<file path="config.mk">
export PLATFORM = sky130hd
export DESIGN_NAME = mem_arbiter
export DESIGN_NICKNAME = d
export VERILOG_FILES = /design/src/rtl/mem_arb_pkg.sv /design/src/rtl/mem_arb_vbuf.sv /design/src/rtl/mem_arbiter.sv
export SDC_FILE = /design/constraint.sdc
export NUM_CORES = 1
export LEC_CHECK = 0
export CAP_MARGIN = 20
export CORE_MARGIN = 2
export CORE_UTILIZATION = 40
export DETAILED_ROUTE_END_ITERATION = 16
export PLACE_DENSITY = 0.83
export SYNTH_ARGS = -nofsm -noshare
export SYNTH_HDL_FRONTEND = slang
export SYNTH_SLANG_ARGS = --single-unit
</file>
<file path="constraint.sdc">
create_clock -name CLK -period 3.1 [get_ports CLK]
set_input_delay 0.62 -clock CLK [delete_from_list [all_inputs] [get_ports CLK]]
set_output_delay 0.62 -clock CLK [all_outputs]
set_load 0.02 [all_outputs]
</file>
<file path="src/rtl/mem_arb_pkg.sv">
// mem_arb_pkg
// Shared definitions for the scalar/vector RAM arbiter:
//   - arb_state_e : arbiter FSM states (IDLE, BURST, DRAIN)
//   - MEM_ARB_AW / MEM_ARB_DW / MEM_ARB_VLEN : default address width,
//     data width and lanes per vector burst
//   - beat_bits() : width of the beat/lane index for a given VLEN
package mem_arb_pkg;

    localparam int unsigned MEM_ARB_AW   = 32;
    localparam int unsigned MEM_ARB_DW   = 32;
    localparam int unsigned MEM_ARB_VLEN = 4;

    typedef enum logic [1:0] {
        IDLE  = 2'd0,
        BURST = 2'd1,
        DRAIN = 2'd2
    } arb_state_e;

    function automatic int unsigned beat_bits(input int unsigned vlen);
        return (vlen > 1) ? $clog2(vlen) : 1;
    endfunction

endpackage

</file>
<file path="src/rtl/mem_arb_vbuf.sv">
// mem_arb_vbuf
// VLEN x DW lane register with per-lane write enable and asynchronous clear.
// Holds either the latched vector write data or the assembled read lanes.
// Ports:
//   clk_i   : clock, rising edge
//   rst_ni  : asynchronous active-low clear of all lanes
//   we_i    : per-lane write enable, bit i writes lane i
//   wd_i    : write data, lane 0 in the LSBs
//   q_o     : current lane contents, lane 0 in the LSBs
module mem_arb_vbuf #(
    parameter int unsigned DW   = 32,
    parameter int unsigned VLEN = 4
) (
    input  logic                 clk_i,
    input  logic                 rst_ni,
    input  logic [VLEN-1:0]      we_i,
    input  logic [VLEN*DW-1:0]   wd_i,
    output logic [VLEN*DW-1:0]   q_o
);

    logic [VLEN*DW-1:0] data_q, data_d;

    always_comb begin
        data_d = data_q;
        for (int unsigned i = 0; i < VLEN; i++) begin
            if (we_i[i]) begin
                data_d[i*DW +: DW] = wd_i[i*DW +: DW];
            end
        end
    end

    always_ff @(posedge clk_i or negedge rst_ni) begin
        if (!rst_ni) begin
            data_q <= '0;
        end else begin
            data_q <= data_d;
        end
    end

    assign q_o = data_q;

endmodule

</file>
<file path="src/rtl/mem_arbiter.sv">
// mem_arbiter
// Round-robin arbiter sharing a single-port data RAM between the scalar
// load/store port and the vector load/store unit. Scalar accesses are
// granted and performed in one cycle; vector bursts issue VLEN consecutive
// word beats, then a DRAIN cycle, then a registered V_DONE pulse.
// Ports:
//   CLK, RST            : clock / asynchronous active-low reset
//   S_REQ/S_WE/S_ADDR/S_WD -> S_GNT, S_RVALID, S_RD : scalar port
//   V_REQ/V_WE/V_ADDR/V_WD -> V_GNT, V_DONE, V_RD   : vector port
//   MEM_A/MEM_WD/MEM_WE, MEM_RD                     : RAM side (1-cycle read)
//   STALL_S/STALL_V     : saturating wait counters, present only when
//                         MEM_ARB_STALL_CNT_EN is defined
module mem_arbiter
    import mem_arb_pkg::*;
#(
    parameter int unsigned AW   = MEM_ARB_AW,
    parameter int unsigned DW   = MEM_ARB_DW,
    parameter int unsigned VLEN = MEM_ARB_VLEN
) (
    input  logic                 CLK,
    input  logic                 RST,
    input  logic                 S_REQ,
    input  logic                 S_WE,
    input  logic [AW-1:0]        S_ADDR,
    input  logic [DW-1:0]        S_WD,
    output logic                 S_GNT,
    output logic                 S_RVALID,
    output logic [DW-1:0]        S_RD,
    input  logic                 V_REQ,
    input  logic                 V_WE,
    input  logic [AW-1:0]        V_ADDR,
    input  logic [VLEN*DW-1:0]   V_WD,
    output logic                 V_GNT,
    output logic                 V_DONE,
    output logic [VLEN*DW-1:0]   V_RD,
    output logic [AW-1:0]        MEM_A,
    output logic [DW-1:0]        MEM_WD,
    output logic                 MEM_WE,
    input  logic [DW-1:0]        MEM_RD
`ifdef MEM_ARB_STALL_CNT_EN
    ,
    output logic [15:0]          STALL_S,
    output logic [15:0]          STALL_V
`endif
);

    localparam int unsigned BW = beat_bits(VLEN);

    arb_state_e      state_q, state_d;
    logic            last_v_q, last_v_d;
    logic [BW-1:0]   beat_q, beat_d;
    logic [AW-1:0]   base_q, base_d;
    logic            we_q, we_d;
    logic            s_rvalid_q, s_rvalid_d;
    logic            v_done_q, v_done_d;
    logic            cap_q, cap_d;
    logic [BW-1:0]   cap_lane_q, cap_lane_d;

    logic            idle_ok;
    logic            s_win;
    logic            v_win;
    logic [VLEN-1:0]    wbuf_we;
    logic [VLEN-1:0]    rbuf_we;
    logic [VLEN*DW-1:0] wbuf_q;

    // Grants are combinational and gated by RST so that every output is
    // forced low while reset is asserted, even with requests held high.
    assign idle_ok = RST && (state_q == IDLE);
    assign s_win   = idle_ok && S_REQ && (!V_REQ || last_v_q);
    assign v_win   = idle_ok && V_REQ && !s_win;

    // ---------------- state register ----------------
    always_ff @(posedge CLK or negedge RST) begin
        if (!RST) begin
            state_q    <= IDLE;
            last_v_q   <= 1'b1;
            beat_q     <= '0;
            base_q     <= '0;
            we_q       <= 1'b0;
            s_rvalid_q <= 1'b0;
            v_done_q   <= 1'b0;
            cap_q      <= 1'b0;
            cap_lane_q <= '0;
        end else begin
            state_q    <= state_d;
            last_v_q   <= last_v_d;
            beat_q     <= beat_d;
            base_q     <= base_d;
            we_q       <= we_d;
            s_rvalid_q <= s_rvalid_d;
            v_done_q   <= v_done_d;
            cap_q      <= cap_d;
            cap_lane_q <= cap_lane_d;
        end
    end

    // ---------------- next-state logic ----------------
    always_comb begin
        state_d    = state_q;
        last_v_d   = last_v_q;
        beat_d     = beat_q;
        base_d     = base_q;
        we_d       = we_q;
        s_rvalid_d = s_win && !S_WE;
        v_done_d   = (state_q == DRAIN);
        cap_d      = 1'b0;
        cap_lane_d = cap_lane_q;

        unique case (state_q)
            IDLE: begin
                if (s_win) begin
                    last_v_d = 1'b0;
                end else if (v_win) begin
                    last_v_d   = 1'b1;
                    base_d     = V_ADDR;
                    we_d       = V_WE;
                    beat_d     = BW'(1);
                    state_d    = BURST;
                    cap_d      = !V_WE;
                    cap_lane_d = '0;
                end
            end
            BURST: begin
                // The lane issued this cycle is captured from MEM_RD next cycle.
                cap_d      = !we_q;
                cap_lane_d = beat_q;
                if (beat_q == BW'(VLEN - 1)) begin
                    beat_d  = '0;
                    state_d = DRAIN;
                end else begin
                    beat_d = beat_q + BW'(1);
                end
            end
            DRAIN: begin
                state_d = IDLE;
            end
            default: begin
                state_d = IDLE;
            end
        endcase
    end

    // ---------------- output logic ----------------
    always_comb begin
        S_GNT  = 1'b0;
        V_GNT  = 1'b0;
        MEM_A  = '0;
        MEM_WD = '0;
        MEM_WE = 1'b0;

        if (s_win) begin
            S_GNT  = 1'b1;
            MEM_A  = S_ADDR;
            MEM_WD = S_WD;
            MEM_WE = S_WE;
        end else if (v_win) begin
            // Beat 0 goes straight from the request; later beats use the latched copy.
            V_GNT  = 1'b1;
            MEM_A  = V_ADDR;
            MEM_WD = V_WD[DW-1:0];
            MEM_WE = V_WE;
        end else if (RST && (state_q == BURST)) begin
            MEM_A  = base_q + AW'(beat_q);
            MEM_WE = we_q;
            if (we_q) begin
                for (int unsigned i = 0; i < VLEN; i++) begin
                    if (beat_q == BW'(i)) begin
                        MEM_WD = wbuf_q[i*DW +: DW];
                    end
                end
            end
        end
    end

    always_comb begin
        wbuf_we = {VLEN{v_win && V_WE}};
        rbuf_we = '0;
        for (int unsigned i = 0; i < VLEN; i++) begin
            rbuf_we[i] = cap_q && (cap_lane_q == BW'(i));
        end
    end

    mem_arb_vbuf #(
        .DW   (DW),
        .VLEN (VLEN)
    ) u_wbuf (
        .clk_i  (CLK),
        .rst_ni (RST),
        .we_i   (wbuf_we),
        .wd_i   (V_WD),
        .q_o    (wbuf_q)
    );

    mem_arb_vbuf #(
        .DW   (DW),
        .VLEN (VLEN)
    ) u_rbuf (
        .clk_i  (CLK),
        .rst_ni (RST),
        .we_i   (rbuf_we),
        .wd_i   ({VLEN{MEM_RD}}),
        .q_o    (V_RD)
    );

    assign S_RVALID = s_rvalid_q;
    assign S_RD     = MEM_RD;
    assign V_DONE   = v_done_q;

`ifdef MEM_ARB_STALL_CNT_EN
    logic [15:0] stall_s_q, stall_s_d;
    logic [15:0] stall_v_q, stall_v_d;

    always_comb begin
        stall_s_d = stall_s_q;
        stall_v_d = stall_v_q;
        if (S_REQ && !S_GNT && (stall_s_q != 16'hFFFF)) begin
            stall_s_d = stall_s_q + 16'd1;
        end
        if (V_REQ && !V_GNT && (stall_v_q != 16'hFFFF)) begin
            stall_v_d = stall_v_q + 16'd1;
        end
    end

    always_ff @(posedge CLK or negedge RST) begin
        if (!RST) begin
            stall_s_q <= '0;
            stall_v_q <= '0;
        end else begin
            stall_s_q <= stall_s_d;
            stall_v_q <= stall_v_d;
        end
    end

    assign STALL_S = stall_s_q;
    assign STALL_V = stall_v_q;
`endif

endmodule

</file>
==> results of run 1 <==
## registers in the layout, indices dropped and copies added, names as in the netlist
signal	count
state_q	2
cap_q	1
last_v_q	1
base_q	32
S_RVALID	1
u_rbuf.q_o	128
u_wbuf.q_o	128
cap_lane_q	2
V_DONE	1
we_q	1
beat_q	2
## metal layers
| metal | part of all wire | global-route usage | vias to the layer above |
|---|---|---|---|
| met5 | 0.00056 | 0 | - |
| met4 | 0.045 | 0.1106 | 4 |
| met3 | 0.074 | 0.05375 | 130 |
| met2 | 0.50 | 0.4345 | 533 |
| met1 | 0.38 | 0.3004 | 5730 |
| li1 | - | - | 5100 |
## Yosys cell counts (all sizes together)
library cell	count	area (um2)
a21o	1	7.510
a21oi	34	173.9
a222oi	32	320.3
a22oi	36	270.3
a2bb2oi	1	8.760
and2	3	18.77
and3	5	31.28
and4bb	1	12.51
buf	59	430.4
clkbuf	42	157.7
dfrtp	298	7457
dfstp	1	26.28
fa	1	20.02
ha	6	75.07
inv	8	30.03
mux2	256	2913
mux2i	2	20.02
nand2	144	543.0
nand2b	2	12.51
nand3	19	95.09
nand3b	3	22.52
nand4	8	56.30
nand4bb	2	22.52
nor2	41	153.9
nor2b	4	25.02
nor3	3	15.01
nor3b	1	7.510
nor4	4	43.80
nor4b	1	23.77
o2111ai	2	17.52
o211ai	26	195.2
o21ai	39	195.2
o2bb2ai	1	8.760
o31ai	1	7.510
or2	1	6.260
or3	3	18.77
xnor2	14	122.6
xor2	14	122.6
## final timing paths
kind	start	end	slack, ps	cells past startpoint
max reg2reg	state_q[0]$_DFFE_PN0P_	u_wbuf.q_o[47]$_DFFE_PN0P_	720	10
min reg2reg	u_wbuf.q_o[72]$_DFFE_PN0P_	u_wbuf.q_o[72]$_DFFE_PN0P_	490	1
max	base_q[0]$_DFFE_PN0P_	MEM_A[28]	-70	8
min	RST	beat_q[0]$_DFFE_PN0P_	40	2
min in group CLK	RST	last_v_q$_DFFE_PN1P_	410	3
max in group asynchronous	RST	u_wbuf.q_o[87]$_DFFE_PN0P_	1680	3
## power groups by stage
| stage | logic (mW) | clock network, mW | registers, mW |
|---|---|---|---|
| 3_3_place_gp | 8.92 | 0 | 7.11 |
| 3_5_place_dp | 9.14 | 0 | 7.23 |
| 2_1_floorplan | 3.83 | 0 | 7.97 |
| 4_1_cts | 9.28 | 4.04 | 7.20 |
| 5_1_grt | 10.1 | 4.19 | 7.48 |
| 6_report | 9.54 | 3.96 | 7.25 |
## stage by stage
stage / setup TNS (ps) / hold WS [ps] / util
2_1_floorplan: 0 / 324.4 / -
3_3_place_gp: -16970 / 465.1 / 0.5791
3_5_place_dp: -18200 / 481.2 / 0.5791
4_1_cts: -1147 / 32.34 / 0.6156
5_1_grt: -2428 / 40.90 / 0.6231
6_report: -269.9 / 43.45 / 0.6231
## placed cells by master (no fill, tap or decap), drive strengths merged, types with 2 or more instances in the layout
master / n
clkdlybuf4s50: 422
dfrtp: 298
mux2: 256
buf: 166
nand2: 144
clkbuf: 65
nor2: 41
o21ai: 39
a22oi: 36
a21oi: 34
a222oi: 32
o211ai: 26
nand3: 19
xor2: 14
xnor2: 14
nand4: 8
inv: 8
clkinv: 7
diode: 6
ha: 6
and3: 5
nor2b: 4
nor4: 4
and2: 3
nand3b: 3
or3: 3
nor3: 3
mux2i: 2
o2111ai: 2
nand2b: 2
bufbuf: 2
dlygate4sd2: 2
nand4bb: 2
## area by class of cell
type                    count  area, um2
repair buffers            604       5929
inverters                   8      32.53
well taps                 448      560.5
fillers                  2587      12670
clock inverters             8      68.82
diodes                      6      15.01
multi-input cells         711       5817
flip-flops and latches    299       7488
clock buffers              53       1036
## logic make-up after synthesis
logic type | Yosys count
muxes | 258
adders and majority gates | 7
buffers and inverters | 109
and+or+nand+nor | 245
DFF | 299
xor gates and xnor gates | 28
AOI/OAI and AO/OA | 173
## worst max-delay path: stages, from the launching register on
cell      delay [ps]
dfrtp_1          360
ha_2             200
fa_2             200
nand4_1           90
or3_4            470
nor4_4           290
xnor2_1          100
o211ai_1         170
buf_4            170
## what timing repair did
action / CTS / global route
setup buffers: 13 / 11
hold endpoints to repair: 0 / 0
pin swaps: 10 / 27
gates resized for setup: 272 / 62
endpoints found under the setup margin: 66 / 62
cloned: 3 / 6
==> results.md, run 1 <==
* Outcome: complete, but fails checks
* Failing checks: negative setup slack
* Main combinational cell family by area after synthesis: multiplexers
* Antenna violations before repair at 8
* Synthesized instance count at 1119
* Clk slew on worst S/H paths at 60 ps
* Leakage dissipation at 8.984 nW
* Crit share post-route at 1.022
* Net Sw Frac at 0.3671
* Sink Count at 299
* PwrDens at 990.8 mW/mm2
* Layout area overhead at 53.03%
* HP Class: in2async
* Crit path launch type: flop
* Worst setup EP type: output port
* Final Power at 20.75 mW
* CTS Hold Bufs at 0
* Clock Skew at 9.884 ps
* Fin crit period at 3169 ps
* Vias at 11500
* Comb power frac at 0.460
* Multiplexer share of the synthesized area at 0.2143
* Seq/Total Area, Yosys at 0.5467
* Dpl cells at 2041
* Syn avg cell area at 12.23 um2
* CTS tree: done
* Clock Latency Late Sink at 500 ps
* Initial DRC count at 708
* Max Fclk at 315.5 MHz
* DR DRC count at 0
* Synth Area in Adders at 0.006947
* Simple-gate share of the synthesized area at 0.08099
* FP Rows at 67
* Die Area at 0.03572 mm2
* Starting Density at 0.4072
* Largest net degree at the start of global routing at 186
* Fin cells at 2137
* Yosys reg bits at 299
* Worst VDD drop at 604.3 uV
* Hpwl dp at 32670 um
* Setup WS pre-CTS at -358.6 ps
* Worst-path fanout max at 6
* Placed instance area at 0.01947 mm2
* Clock Power Share at 0.191
* Distinct cells, synth at 49
* Hold Vio Cnt, Final at 0
* First-pass GRT wire length at 69300 um
* RD Place Congestion at 0.9132
* Worst setup margin at -69.47 ps
* Vias/cell at 5.380
* CP required at 2480 ps
* Die width at 189.0 um
* CTS Root Cell: clkbuf_16
* Die H at 189.0 um
* DRT Wirelength at 46220 um
* CP arrival at 2550 ps
* Global-route usage over all layers at 0.2508
* Worst Max-Slew Pin Slew at 1013 ps
* Syn_nets at 1388
* Number of global-route vias before repair at 11910
* ANT nets after route at 0
* Num CTS Buffers at 34
* DR WL/cell at 21.63 um
* H-tree depth at 2
* XOR/XNOR share of the synthesized area at 0.01792
* NetSw at 7.619 mW
* P_int at 13.14 mW
* Unrepaired setup endpoints after global routing: true
* Max-cap violation count at 0
* Max transition margin at 0.3249
* Final #Nets at 1927
* Crit Path Category: reg2out
* Synth Cell Area at 0.01369 mm2
* Detailed Routing Iterations Pass 1 at 7
* Setup-failing EPs final at 5
* Fraction of layout cells with a size suffix above 1 at 0.2448
* Final slew viol count at 0
* Maximum clock insertion buffer count at 3
* Sequential Power Share at 0.350
* Placeable Area at 0.03362 mm2
* Area fraction in compound gates after synthesis at 0.08803
* Io pins at 491
* Total grt overflow at 0
* Final instance area at 0.02095 mm2
* IO Port Bufs at 490
* Ys Warns at 0
No activity file was read; power rests on OpenSTA's default activity.
==> run 2, diff against run 1 <==
--- a/config.mk
+++ b/config.mk
@@ -9,7 +9,8 @@
 export CORE_MARGIN = 2
 export CORE_UTILIZATION = 40
 export DETAILED_ROUTE_END_ITERATION = 16
-export PLACE_DENSITY = 0.83
+export GPL_ROUTABILITY_DRIVEN = 0
+export PLACE_DENSITY = 0.86
 export SYNTH_ARGS = -nofsm -noshare
 export SYNTH_HDL_FRONTEND = slang
 export SYNTH_SLANG_ARGS = --single-unit
==> constraint.sdc (replaced) <==
create_clock -name CLK -period 2.6 [get_ports CLK]
set_input_delay 0.52 -clock CLK [delete_from_list [all_inputs] [get_ports CLK]]
set_output_delay 0.52 -clock CLK [all_outputs]
set_load 0.02 [all_outputs]
==> run 2 against run 1 <==
Compared with the run above: the flow still finishes with violations (negative setup slack); non-clock buffer count increased by 78; worst setup slack got worse by 580 ps; utilization increased by 4.2 points; register-to-register slack got worse by 560 ps; power increased by 29%; die area unchanged; sequential share of layout area decreased by 2.3 points; flip-flop and latch count unchanged; largest cell class unchanged.
==> results.md, run 2 (synthesis gave the netlist of run 1 again) <==
* Outcome: complete, but fails checks
* Failing checks: negative setup slack
* Family with the most delay on the worst path: simple AND/OR/NAND/NOR gates
* Total grt overflow at 0 (unchanged)
* First-pass GRT wire length at 77300 um (+12%)
* Clock Skew at 14.31 ps (+4.422 ps)
* Max Fclk at 307.8 MHz
* Die Area at 0.03572 mm2 (unchanged)
* Largest net degree at the start of global routing at 160 (-14%)
* Antenna violations before repair at 4 (-4)
* Slowest cell on crit path: or3_4
* Worst Max-Slew Pin Slew at 1010 ps (-2.903 ps)
* Starting Density at 0.4072 (unchanged)
* Detailed Routing Iterations Pass 1 at 9 (+2)
* CP required at 2080 ps (-400 ps)
* Met3 WL post-DR at 4780 um (+40%)
* Num CTS Buffers at 31 (-8.8%)
* Setup WS pre-CTS at -690.7 ps (-332.1 ps)
* DR WL/cell at 24.19 um (+12%)
* Crit path launch type: flop
* Max-cap violation count at 0 (unchanged)
* Fin cells at 2207 (+3.3%)
* H-tree depth at 1 (-1)
* Dpl cells at 2084 (+2.1%)
* Crit share post-route at 1.249
* Hpwl dp at 32790 um (+0.36%)
* Global-route usage over all layers at 0.2824 (+0.03161)
* ANT nets after route at 0 (unchanged)
* Final Power at 26.77 mW (+29%)
* CP arrival at 2730 ps (+180 ps)
* Vias/cell at 5.575 (+3.6%)
* Layout area overhead at 63.45%
* FP Rows at 67 (unchanged)
* DRT Wirelength at 53380 um (+15%)
* Sink Count at 299 (unchanged)
* Final slew viol count at 0 (unchanged)
* Commonest non-fill, non-tap cells in the layout: clkdlybuf4s50_1 (422), dfrtp_1 (295), buf_4 (181)
* PwrDens at 1197 mW/mm2 (+21%)
* Final #Nets at 2002 (+3.9%)
* Worst setup margin at -648.4 ps (-578.9 ps)
* Io pins at 491 (unchanged)
* IO Port Bufs at 490 (unchanged)
* CP most frequent cell: buf_4
* Worst-path fanout max at 6 (unchanged)
* Fraction of layout cells with a size suffix above 1 at 0.3392 (+0.09441)
* Worst setup EP type: output port
* Unrepaired setup endpoints after global routing: true
* CTS tree: done
* Max transition margin at 0.3268 (+0.001936)
* Maximum clock insertion buffer count at 3 (unchanged)
* Critical-path cell list: ha_2 -> fa_2 -> nand4_1 -> or3_4 -> buf_4 -> nor3_4 -> xnor2_1 -> o211ai_1 -> buf_4
* DR top layer: met5
* Initial DRC count at 973 (+37%)
* Setup-failing EPs final at 66 (+61)
* Clk slew on worst S/H paths at 70 ps (about the same)
* Worst Path Buf+Inv at 2 (+1)
* Number of global-route vias before repair at 12970 (+8.9%)
* WL met2 at 27130 um (+18%)
* Die width at 189.0 um (unchanged)
* Setup_tns at -26160 ps (-25890 ps)
* Leakage dissipation at 9.544 nW (+6.2%)
* CTS Root Cell: clkbuf_16
* Die H at 189.0 um (unchanged)
* HP Class: in2async
* Vias at 12300 (+7.0%)
* Wl on met1 at 18310 um (+3.1%)
* DR DRC count at 0 (unchanged)
* Hold Vio Cnt, Final at 0 (unchanged)
* Commonest non-fill, non-tap cell in the layout: clkdlybuf4s50_1
* Worst VDD drop at 799.1 uV (+32%)
* Crit Path Category: reg2out
* Fin crit period at 3248 ps
* CP max stage delay at 450 ps (-20 ps)
* Clock Latency Late Sink at 570 ps (+70 ps)
* Placeable Area at 0.03362 mm2 (unchanged)
* Hold Slack at 24.62 ps (-18.83 ps)
==> run 2: final timing paths <==
| check | from | endpoint | slack (ps) | cells past startpoint |
|---|---|---|---|---|
| hold reg to reg | u_wbuf.q_o[62]$_DFFE_PN0P_ | u_wbuf.q_o[62]$_DFFE_PN0P_ | 500 | 1 |
| setup reg to reg | state_q[1]$_DFFE_PN0P_ | u_wbuf.q_o[8]$_DFFE_PN0P_ | 160 | 11 |
| min in group CLK | RST | last_v_q$_DFFE_PN1P_ | 420 | 4 |
| setup / recovery | base_q[0]$_DFFE_PN0P_ | MEM_A[18] | -650 | 9 |
| hold / removal | RST | cap_lane_q[0]$_DFFE_PN0P_ | 20 | 3 |
| max in group asynchronous | RST | base_q[1]$_DFFE_PN0P_ | 1020 | 4 |
==> run 2: tightest hold or removal path, cell delays in order <==
cell and delay (ps):
buf_8 90, buf_4 130, buf_4 190
==> run 2: per-layer routing <==
metal / up-vias / GRT usage
met5: - / 0
met4: 2 / 0.1460
met3: 196 / 0.05913
met2: 784 / 0.5023
met1: 6086 / 0.3193
li1: 5235 / -
==> run 2: repair_timing <==
action | CTS | global route
buffers inserted | 40 | 24
gates resized for setup | 478 | 126
endpoints found under the setup margin | 100 | 86
pin swaps | 65 | 90
hold buffers | 1 | 0
hold endpoints to repair | 12 | 0
gates cloned | 12 | 3
==> run 2: report_power, final <==
group / switching (mW) / internal (mW)
Combinational: 6.61 / 6.83
Sequential: 1.77 / 7.03
Clock: 1.92 / 2.62
Total: 10.3 / 16.5
==> run 2: stage by stage <==
step / util / cell area [um2]
after floorplan: - / 13690
after global placement: 0.5867 / 19720
after detailed placement: 0.5867 / 19720
after CTS: 0.6499 / 21850
after global routing: 0.6655 / 22370
final: 0.6655 / 22370
==> run 2: layout make-up <==
type                       instances  area (um2)
clock buffer                      45       908.4
multi-input combinational        711        6421
timing repair buffer             682        6818
clock inverter                    12       122.6
inverter                           8       50.05
tap                              448       560.5
fill                            2222       11240
antenna                            2       5.005
sequential                       299        7487
